--- src/rtl/recepcion_cfg.sv ---
`default_nettype none
// ============================================================================
//  Module   : recepcion_cfg
//  Purpose  : Configurable UART receiver with 3-sample majority voting.
//  Revision : 1.0 - initial release
// ============================================================================
module recepcion_cfg #(
  parameter int DIV       = 4,
  parameter int OVS       = 16,
  parameter int DATA_BITS = 8,
  parameter int PARITY    = 0,
  parameter int STOP_BITS = 1
) (
  input  logic                 clk_in,
  input  logic                 reset,
  input  logic                 rx,
  input  logic                 ack,
  output logic [DATA_BITS-1:0] dout,
  output logic                 rcv,
  output logic                 rdy,
  output logic                 parity_err,
  output logic                 frame_err,
  output logic                 overrun,
  output logic                 busy,
  output logic                 clk_div
);

  localparam int c_DW = (DIV > 1) ? $clog2(DIV) : 1;
  localparam int c_SW = $clog2(OVS);
  localparam int c_BW = $clog2(DATA_BITS);

  localparam logic [c_DW-1:0] c_DIV_LAST = c_DW'(DIV - 1);
  localparam logic [c_SW-1:0] c_S_LO     = c_SW'(OVS / 2 - 1);
  localparam logic [c_SW-1:0] c_S_MD     = c_SW'(OVS / 2);
  localparam logic [c_SW-1:0] c_S_HI     = c_SW'(OVS / 2 + 1);
  localparam logic [c_SW-1:0] c_S_LAST   = c_SW'(OVS - 1);
  localparam logic [c_BW-1:0] c_B_DLAST  = c_BW'(DATA_BITS - 1);
  localparam logic [c_BW-1:0] c_B_SLAST  = c_BW'(STOP_BITS - 1);
  localparam logic            c_ODD      = (PARITY == 2);
  localparam logic            c_HAS_PAR  = (PARITY != 0);

  localparam logic [2:0] c_ST_IDLE  = 3'd0;
  localparam logic [2:0] c_ST_START = 3'd1;
  localparam logic [2:0] c_ST_DATA  = 3'd2;
  localparam logic [2:0] c_ST_PAR   = 3'd3;
  localparam logic [2:0] c_ST_STOP  = 3'd4;

  logic                 r_rx_meta;
  logic                 r_rxs;
  logic [c_DW-1:0]      r_div_cnt;
  logic [2:0]           r_state;
  logic [2:0]           w_state_nxt;
  logic [c_SW-1:0]      r_s;
  logic [c_BW-1:0]      r_b;
  logic [1:0]           r_smp;
  logic [DATA_BITS-1:0] r_shift;
  logic                 r_perr_int;
  logic                 r_ferr_int;
  logic                 w_tick;
  logic                 w_mid;
  logic                 w_last;
  logic                 w_maj;
  logic                 w_done;
  logic                 w_par_exp;

  // Both stages reset high so the idle line is not mistaken for a start bit.
  always_ff @(posedge clk_in) begin
    if (reset) begin
      r_rx_meta <= 1'b1;
      r_rxs     <= 1'b1;
    end else begin
      r_rx_meta <= rx;
      r_rxs     <= r_rx_meta;
    end
  end

  always_ff @(posedge clk_in) begin
    if (reset || w_tick) r_div_cnt <= '0;
    else                 r_div_cnt <= r_div_cnt + 1'b1;
  end

  assign w_tick    = (r_div_cnt == c_DIV_LAST);
  assign clk_div   = w_tick;
  assign w_mid     = (r_s == c_S_HI);
  assign w_last    = (r_s == c_S_LAST);
  // Third vote is the live synchronized sample at the decision point.
  assign w_maj     = (r_smp[1] & r_smp[0]) | (r_smp[1] & r_rxs) | (r_smp[0] & r_rxs);
  assign w_par_exp = (^r_shift) ^ c_ODD;

  always_ff @(posedge clk_in) begin
    if (reset) r_state <= c_ST_IDLE;
    else       r_state <= w_state_nxt;
  end

  always_comb begin
    w_state_nxt = r_state;
    w_done      = 1'b0;
    if (w_tick) begin
      case (r_state)
        c_ST_IDLE:  if (!r_rxs) w_state_nxt = c_ST_START;
        c_ST_START: begin
          if (w_mid && w_maj) w_state_nxt = c_ST_IDLE;
          else if (w_last)    w_state_nxt = c_ST_DATA;
        end
        c_ST_DATA:  if (w_last && (r_b == c_B_DLAST))
                      w_state_nxt = c_HAS_PAR ? c_ST_PAR : c_ST_STOP;
        c_ST_PAR:   if (w_last) w_state_nxt = c_ST_STOP;
        c_ST_STOP: begin
          if (w_mid && (r_b == c_B_SLAST)) begin
            w_state_nxt = c_ST_IDLE;
            w_done      = 1'b1;
          end
        end
        default:    w_state_nxt = c_ST_IDLE;
      endcase
    end
  end

  always_comb begin
    busy = (r_state != c_ST_IDLE);
  end

  always_ff @(posedge clk_in) begin
    if (reset) begin
      r_s        <= '0;
      r_b        <= '0;
      r_smp      <= '0;
      r_shift    <= '0;
      r_perr_int <= 1'b0;
      r_ferr_int <= 1'b0;
      dout       <= '0;
      rcv        <= 1'b0;
      rdy        <= 1'b0;
      parity_err <= 1'b0;
      frame_err  <= 1'b0;
      overrun    <= 1'b0;
    end else begin
      rcv     <= 1'b0;
      overrun <= 1'b0;
      if (ack) rdy <= 1'b0;
      if (w_tick) begin
        if ((w_state_nxt != r_state) || (r_state == c_ST_IDLE)) begin
          r_s <= '0;
          r_b <= '0;
        end else if (w_last) begin
          r_s <= '0;
          r_b <= r_b + 1'b1;
        end else begin
          r_s <= r_s + 1'b1;
        end
        if (r_s == c_S_LO) r_smp[1] <= r_rxs;
        if (r_s == c_S_MD) r_smp[0] <= r_rxs;
        case (r_state)
          c_ST_IDLE: begin
            r_perr_int <= 1'b0;
            r_ferr_int <= 1'b0;
          end
          c_ST_DATA: if (w_mid) r_shift <= {w_maj, r_shift[DATA_BITS-1:1]};
          c_ST_PAR:  if (w_mid) r_perr_int <= w_maj ^ w_par_exp;
          c_ST_STOP: if (w_mid && !w_maj) r_ferr_int <= 1'b1;
          default:   ;
        endcase
        // Completion overrides a coincident ack so the new word is never lost.
        if (w_done) begin
          dout       <= r_shift;
          parity_err <= c_HAS_PAR & r_perr_int;
          frame_err  <= r_ferr_int | ~w_maj;
          rcv        <= 1'b1;
          overrun    <= rdy;
          rdy        <= 1'b1;
        end
      end
    end
  end

endmodule
`default_nettype wire
--- config.mk ---
export PLATFORM = sky130hd
export DESIGN_NAME = recepcion_cfg
export DESIGN_NICKNAME = d
export VERILOG_FILES = /design/src/rtl/recepcion_cfg.sv
export SDC_FILE = /design/constraint.sdc
export NUM_CORES = 1
export LEC_CHECK = 0
export CAP_MARGIN = 40
export CORE_MARGIN = 2
export CORE_UTILIZATION = 50
export DETAILED_ROUTE_END_ITERATION = 10
export PLACE_DENSITY = 0.72
export SYNTH_ARGS = -nofsm -noshare
export SYNTH_HDL_FRONTEND = slang
export SYNTH_SLANG_ARGS = --single-unit
--- constraint.sdc ---
create_clock -name clk_in -period 2.1 [get_ports clk_in]
set_input_delay 0.42 -clock clk_in [delete_from_list [all_inputs] [get_ports clk_in]]
set_output_delay 0.42 -clock clk_in [all_outputs]
set_load 0.01 [all_outputs]
==> metrics.md, run 1 <==
| Metric | Value |
|---|---|
| Max rail drop VDD | `0.3968 mV` |
| Clock power share | `0.344` |
| Final Setup Violations | `0` |
| TNS Setup | `0 ns` |
| Crit path capture type | `output pin` |
| CP Capture Point | `clk_div` |
| Internal | `0.0008933 W` |
| Number of synthesized flops with an enable pin | `0` |
| Clock Tree Buf Depth | `2` |
| Congestion Overflow GR | `0` |
| Layout Area Growth over Synthesis | `14.89%` |
| Largest net degree at the start of global routing | `37` |
| Die height | `62.98 µm` |
| Period utilization | `0.9379` |
| R2R depth | `5` |
| CTS Sinks | `37` |
| Post-route DRC | `0` |
| Mapped Cells | `184` |
| Post-DRT Antenna Nets | `0` |
| Combinational Power Share | `0.043` |
| CTS H-tree lvls | `2` |
| Hold slack | `0.4278 ns` |
| CTS tree | `built` |
| Seq pwr share | `0.612` |
| Synth Area per Inst | `9.452 µm²` |
| Total Routing Usage GR | `0.1828` |
| RR Endpoint | `r_s[0]$_SDFFE_PP0P_` |
| Fmax | `507.7 MHz` |
| Pleak | `0.8710 nW` |
| Setup Fix Bufs, Post-CTS | `0` |
| Switching Fraction | `0.2319` |
| Worst R2R Setup Slack | `0.15 ns` |
| Ant. Diodes | `0` |
| Pre-antenna DRT Iters | `4` |
| Post-Syn Area | `0.001739 mm²` |
| Psw | `0.0002697 W` |
| Core area | `0.003337 mm²` |
| CTS hold repair buffers | `0` |
| FF+latch area | `744.5 µm²` |
| Layout cells sized above 1 | `0.1350` |
| Skew final | `0.008361 ns` |
| Total power | `0.001163 W` |
| # IOs | `19` |
| Total Nets Final | `210` |
| Run status | `finished clean` |
| Max FO, Critical Path | `8` |
| Footprint of the multi-input gates | `897.1 µm²` |
| Die Wd | `62.98 µm` |
| Most used DFF post-synth | `dfxtp_1` |
| Worst EP arrival | `1.55 ns` |
| Number of global-route vias before repair | `1322` |
| Seq cells post-synth | `37` |
| Library cells used by synthesis | `47` |
| Worst setup startpoint | `r_div_cnt[0]$_SDFF_PP0_` |
| HP Class | `register to register` |
| Port Buffers | `17` |
| Starting Density | `0.5212` |
| CTS root buffer | `clkbuf_4` |
| Row count | `21` |
| Clock slew at reported path FFs | `0.11 ns` |
| GP Congestion | `0.8576` |
| Max-cap violations | `0` |
| Initial antenna violation count | `0` |
| Final Max Slew Viols | `0` |
| First-pass GRT wire length | `5892 µm` |
| Vias per cell | `5.593` |
| Final Hold Fails | `0` |
| Pwr dens | `582.1 mW/mm²` |
| HPWL after detailed placement | `2373 µm` |
| Setup ws final | `0.1304 ns` |
| Die area | `0.003966 mm²` |
| Kind of critical path | `register to output pin` |
| Sequential-to-total area share from yosys stat | `0.4259` |
| Startpoint Class | `register` |
| Tmin final | `1.970 ns` |
| Reg-to-reg startpoint | `r_s[0]$_SDFFE_PP0P_` |
| WL final | `3273 µm` |
| Vias | `1376` |
| Syn. warnings | `0` |
| Asr flop ratio synth | `0` |
| Starting DRC count in detailed routing | `105` |
| Crit path required time | `1.68 ns` |
| Worst-Skew Late Latency | `0.35 ns` |
| Routed len/inst | `13.30 µm` |
| Syn_nets | `195` |
| Dpl ws | `0.1603 ns` |
| Filler cells | `303` |
| RSZ-0062 raised after global routing | `no` |
| TritonCTS buffer count | `5` |
final cells by class:
class / count / share of cell area
Inverter: 9 / 0.01691
Clock buffer: 6 / 0.02567
Sequential cell: 37 / 0.3726
Clock inverter: 2 / 0.006888
Timing Repair Buffer: 21 / 0.1002
Multi-Input combinational cell: 125 / 0.4490
Tap cell: 46 / 0.02880
placed cells by master (no fill, tap or decap), types with 2 or more instances in the layout:
cell / n
or4_4: 2
o22ai_1: 2
o21ai_0: 6
ha_1: 6
and4bb_2: 2
or2_2: 2
nor2b_1: 3
clkdlybuf4s50_1: 17
mux2i_1: 18
o31ai_1: 2
dfxtp_1: 34
nor2_1: 25
and2_1: 3
nand3_1: 3
o21a_1: 3
nor3_1: 4
a21oi_1: 7
buf_4: 4
clkbuf_4: 5
nand4b_1: 2
nand2b_1: 3
nand2_1: 8
dfxtp_2: 3
inv_1: 9
synth_stat cells (2+ instances only):
cell type / count / area share
nand3_1: 3 / 0.0086
clkbuf_1: 4 / 0.0086
nor2_1: 25 / 0.054
o31ai_1: 2 / 0.0086
mux2i_1: 18 / 0.10
nand2b_1: 3 / 0.011
buf_1: 2 / 0.0043
ha_1: 7 / 0.050
nand4b_1: 2 / 0.010
and4bb_2: 2 / 0.014
o21ai_0: 6 / 0.017
o22ai_1: 2 / 0.0072
or2_2: 2 / 0.0072
or4_1: 2 / 0.0086
and2_1: 3 / 0.011
nand2_1: 8 / 0.017
o21a_1: 3 / 0.013
buf_2: 2 / 0.0058
nor2b_1: 3 / 0.011
nor3_1: 5 / 0.014
inv_1: 9 / 0.019
buf_6: 4 / 0.026
dfxtp_1: 37 / 0.43
a21oi_1: 7 / 0.020
registers in the layout, summed over array words and instances (netlist names):
signal,flops
dout,8
frame_err,1
overrun,1
r_b,3
r_div_cnt,2
r_ferr_int,1
r_rx_meta,1
r_rxs,1
r_s,4
r_shift,8
r_smp,2
r_state,3
rcv,1
rdy,1
per-layer routing:
| layer | part of all wire | routed length (µm) | vias to the layer above | GRT usage |
|---|---|---|---|---|
| li1 | - | - | 673 | - |
| met1 | 0.48 | 1559 | 660 | 0.2413 |
| met2 | 0.46 | 1520 | 39 | 0.2886 |
| met3 | 0.049 | 159 | 4 | 0.05225 |
| met4 | 0.010 | 34 | 0 | 0.05556 |
| met5 | 0 | 0 | - | 0 |
power by group through the flow:
stage | Sequential [W] | Combinational [W] | Clock [W]
finish | 0.000712 | 0.0000503 | 0.000401
global route | 0.000713 | 0.0000564 | 0.000453
CTS | 0.000712 | 0.0000498 | 0.000413
detailed placement | 0.000728 | 0.0000491 | 0
global placement | 0.000728 | 0.0000485 | 0
floorplan | 0.000727 | 0.0000334 | 0
repair_timing:
item | in CTS | in global routing
cloned | 0 | 0
gates resized for setup | 2 | 5
endpoints found under the hold margin | 0 | 0
setup endpoints to repair | 1 | 3
how the worst min path moves through the flow:
stage / from / end / slack [ns] / depth (start not counted)
4_1_cts: r_rx_meta$_SDFF_PP1_ / r_rxs$_SDFF_PP1_ / 0.43 / 1
3_3_place_gp: r_rx_meta$_SDFF_PP1_ / r_rxs$_SDFF_PP1_ / 0.39 / 1
2_1_floorplan: r_rx_meta$_SDFF_PP1_ / r_rxs$_SDFF_PP1_ / 0.39 / 1
5_1_grt: r_rx_meta$_SDFF_PP1_ / r_rxs$_SDFF_PP1_ / 0.44 / 1
3_5_place_dp: r_rx_meta$_SDFF_PP1_ / r_rxs$_SDFF_PP1_ / 0.40 / 1
6_report: r_rx_meta$_SDFF_PP1_ / r_rxs$_SDFF_PP1_ / 0.43 / 1
cell families (layout without fill, tap and decap cells):
group / after synthesis / after routing / synth area share
buffers and inverters: 22 / 38 / 0.06834
and+or+nand+nor: 68 / 68 / 0.2201
AOI/OAI and AO/OA: 30 / 30 / 0.1237
adders and majority gates: 8 / 8 / 0.05611
muxes: 18 / 18 / 0.1036
DFF: 37 / 37 / 0.4259
other: 1 / 1 / 0.002156
metrics by stage:
step / cell area [µm²] / utilization / cells
final: 1998 / 0.5988 / 246
after global placement: 1912 / 0.5729 / 238
after detailed placement: 1912 / 0.5729 / 238
after CTS: 1983 / 0.5943 / 246
after floorplan: 1739 / - / 184
after global routing: 1998 / 0.5988 / 246
worst max-delay path: stages, from the launching register on:
cell and delay (ns):
dfxtp_1 0.35, ha_2 0.29, clkdlybuf4s50_1 0.57
(Power assumes the default switching activity.)
==> run 2: changes to the inputs <==
--- a/config.mk
+++ b/config.mk
@@ -6,10 +6,10 @@
 export NUM_CORES = 1
 export LEC_CHECK = 0
 export CAP_MARGIN = 40
-export CORE_MARGIN = 2
 export CORE_UTILIZATION = 50
 export DETAILED_ROUTE_END_ITERATION = 10
 export PLACE_DENSITY = 0.72
+export SKIP_LAST_GASP = 1
 export SYNTH_ARGS = -nofsm -noshare
 export SYNTH_HDL_FRONTEND = slang
 export SYNTH_SLANG_ARGS = --single-unit
==> metrics.md, run 2 (same netlist as run 1, synthesis figures left out) <==
| Metric | Value |
|---|---|
| Run status | `finished clean` |
| Startpoint Class | `register` |
| HP Class | `register to register` |
| HPWL after detailed placement | `2359 µm` |
| Hold slack | `0.4205 ns` |
| Final Max Slew Viols | `0` |
| Ordered cell list for the critical path | `nor3_4 -> inv_1 -> clkdlybuf4s50_1` |
| FF+latch area | `743.2 µm²` |
| Switching Fraction | `0.2333` |
| Dpl ws | `0.1335 ns` |
| Met1 GRT Util | `0.2609` |
| CTS tree | `built` |
| Footprint of the multi-input gates | `897.1 µm²` |
| Starting Density | `0.5212` |
| Core area | `0.003337 mm²` |
| Period utilization | `0.9731` |
| Grt peak-use layer | `met2` |
| Final Setup Violations | `0` |
| Post-route cell area | `0.001982 mm²` |
| Kind of critical path | `register to output pin` |
| Psw | `0.0002609 W` |
| Pleak | `0.8606 nW` |
| TNS Setup | `0 ns` |
| Total Nets Final | `210` |
| Combinational Power Share | `0.045` |
| Starting DRC count in detailed routing | `76` |
| Most common cell after layout, fill and taps aside | `dfxtp_1` |
| Pwr dens | `564.2 mW/mm²` |
| TritonCTS buffer count | `5` |
| Tmin final | `2.044 ns` |
| Clock power share | `0.318` |
| Routed len/inst | `13.65 µm` |
| Largest net degree at the start of global routing | `37` |
| # IOs | `19` |
| Port Buffers | `17` |
| Final Hold Fails | `0` |
| Slowest cell on crit path | `dfxtp_1` |
| Filler cells | `299` |
| Seq pwr share | `0.637` |
| Clock slew at reported path FFs | `0.10 ns` |
| Met2 Usage GRT | `0.3171` |
| Crit path capture type | `output pin` |
| Pre-antenna DRT Iters | `4` |
| Largest regs | `dout (8), r_shift (8), r_s (4)` |
| Number of global-route vias before repair | `1271` |
| Die area | `0.003718 mm²` |
| CTS H-tree lvls | `2` |
| Ant. Diodes | `0` |
| Setup ws final | `0.05645 ns` |
| Most frequent cells in the layout | `dfxtp_1, nor2_1, mux2i_1` |
| CP peak stage delay | `0.58 ns` |
| Layout Area Growth over Synthesis | `13.96%` |
| Max rail drop VDD | `0.4512 mV` |
| Post-DRT Antenna Nets | `0` |
| Max FO, Critical Path | `9` |
| Post-route DRC | `0` |
| Setup Fix Bufs, Post-CTS | `0` |
| Row count | `21` |
| Crit path required time | `1.68 ns` |
| Layout cells sized above 1 | `0.1206` |
| Vias | `1356` |
| Worst-Skew Late Latency | `0.34 ns` |
| Worst EP arrival | `1.62 ns` |
| Die height | `60.98 µm` |
| CTS hold repair buffers | `0` |
| Internal | `0.0008573 W` |
| Total Routing Usage GR | `0.2082` |
| RSZ-0062 raised after global routing | `yes` |
| GP Congestion | `0.8540` |
| Initial antenna violation count | `0` |
| Skew final | `0.005725 ns` |
| Congestion Overflow GR | `0` |
| Clock Tree Buf Depth | `2` |
| Grt met3 use | `0.07036` |
| Max-cap violations | `0` |
| CTS root buffer | `clkbuf_4` |
| Total power | `0.001118 W` |
| CTS Sinks | `37` |
| Post-DP Area | `0.001912 mm²` |
| WL final | `3344 µm` |
| Die Wd | `60.98 µm` |
| Vias per cell | `5.535` |
| Fmax | `489.3 MHz` |
| First-pass GRT wire length | `5602 µm` |
run 2: metrics by stage:
| stage | std cells | utilization |
|---|---|---|
| 5_1_grt | 245 | 0.5939 |
| 6_report | 245 | 0.5939 |
| 3_5_place_dp | 238 | 0.5729 |
| 3_3_place_gp | 238 | 0.5729 |
| 4_1_cts | 245 | 0.5898 |
| 2_1_floorplan | 184 | - |
run 2: power groups by stage:
stage	registers, W	clock network (W)	logic, W
floorplan	0.000727	0	0.0000334
global placement	0.000728	0	0.0000487
detailed placement	0.000728	0	0.0000491
CTS	0.000712	0.000368	0.0000499
global route	0.000713	0.000390	0.0000563
finish	0.000712	0.000355	0.0000507
run 2: layout make-up:
class / count / share of cell area
Tap cell: 46 / 0.02904
Inverter: 9 / 0.01705
Sequential cell: 37 / 0.3750
Timing Repair Buffer: 21 / 0.1010
Clock buffer: 6 / 0.02083
Multi-Input combinational cell: 125 / 0.4527
Clock inverter: 1 / 0.004419
run 2: worst max-delay path: cells and delay by family (launching register included):
kind                   cells  cell delay (ns)
buffers and inverters      2             0.61
AND/OR/NAND/NOR            1             0.10
flip-flops                 1             0.58
run 2: layer usage:
metal  share of wire  wire (µm)  up-vias
met3           0.040        134       11
li1                -          -      669
met1            0.47       1569      648
met5               0          0        -
met4           0.025         82        0
met2            0.47       1557       28
run 2: path summary, 6_finish.rpt:
| check | startpoint | endpoint | slack (ns) | depth (start not counted) |
|---|---|---|---|---|
| worst max register to register | r_b[0]$_SDFFE_PP0P_ | r_s[0]$_SDFFE_PP0P_ | 0.09 | 7 |
| worst min register to register | r_rx_meta$_SDFF_PP1_ | r_rxs$_SDFF_PP1_ | 0.42 | 1 |
| worst max-delay path | r_state[0]$_SDFF_PP0_ | busy | 0.06 | 3 |
| worst min-delay path | r_rx_meta$_SDFF_PP1_ | r_rxs$_SDFF_PP1_ | 0.42 | 1 |
run 2: timing repair:
item,in CTS,in global routing
cloned,0,0
resized for setup,2,4
setup endpoints to repair,1,4
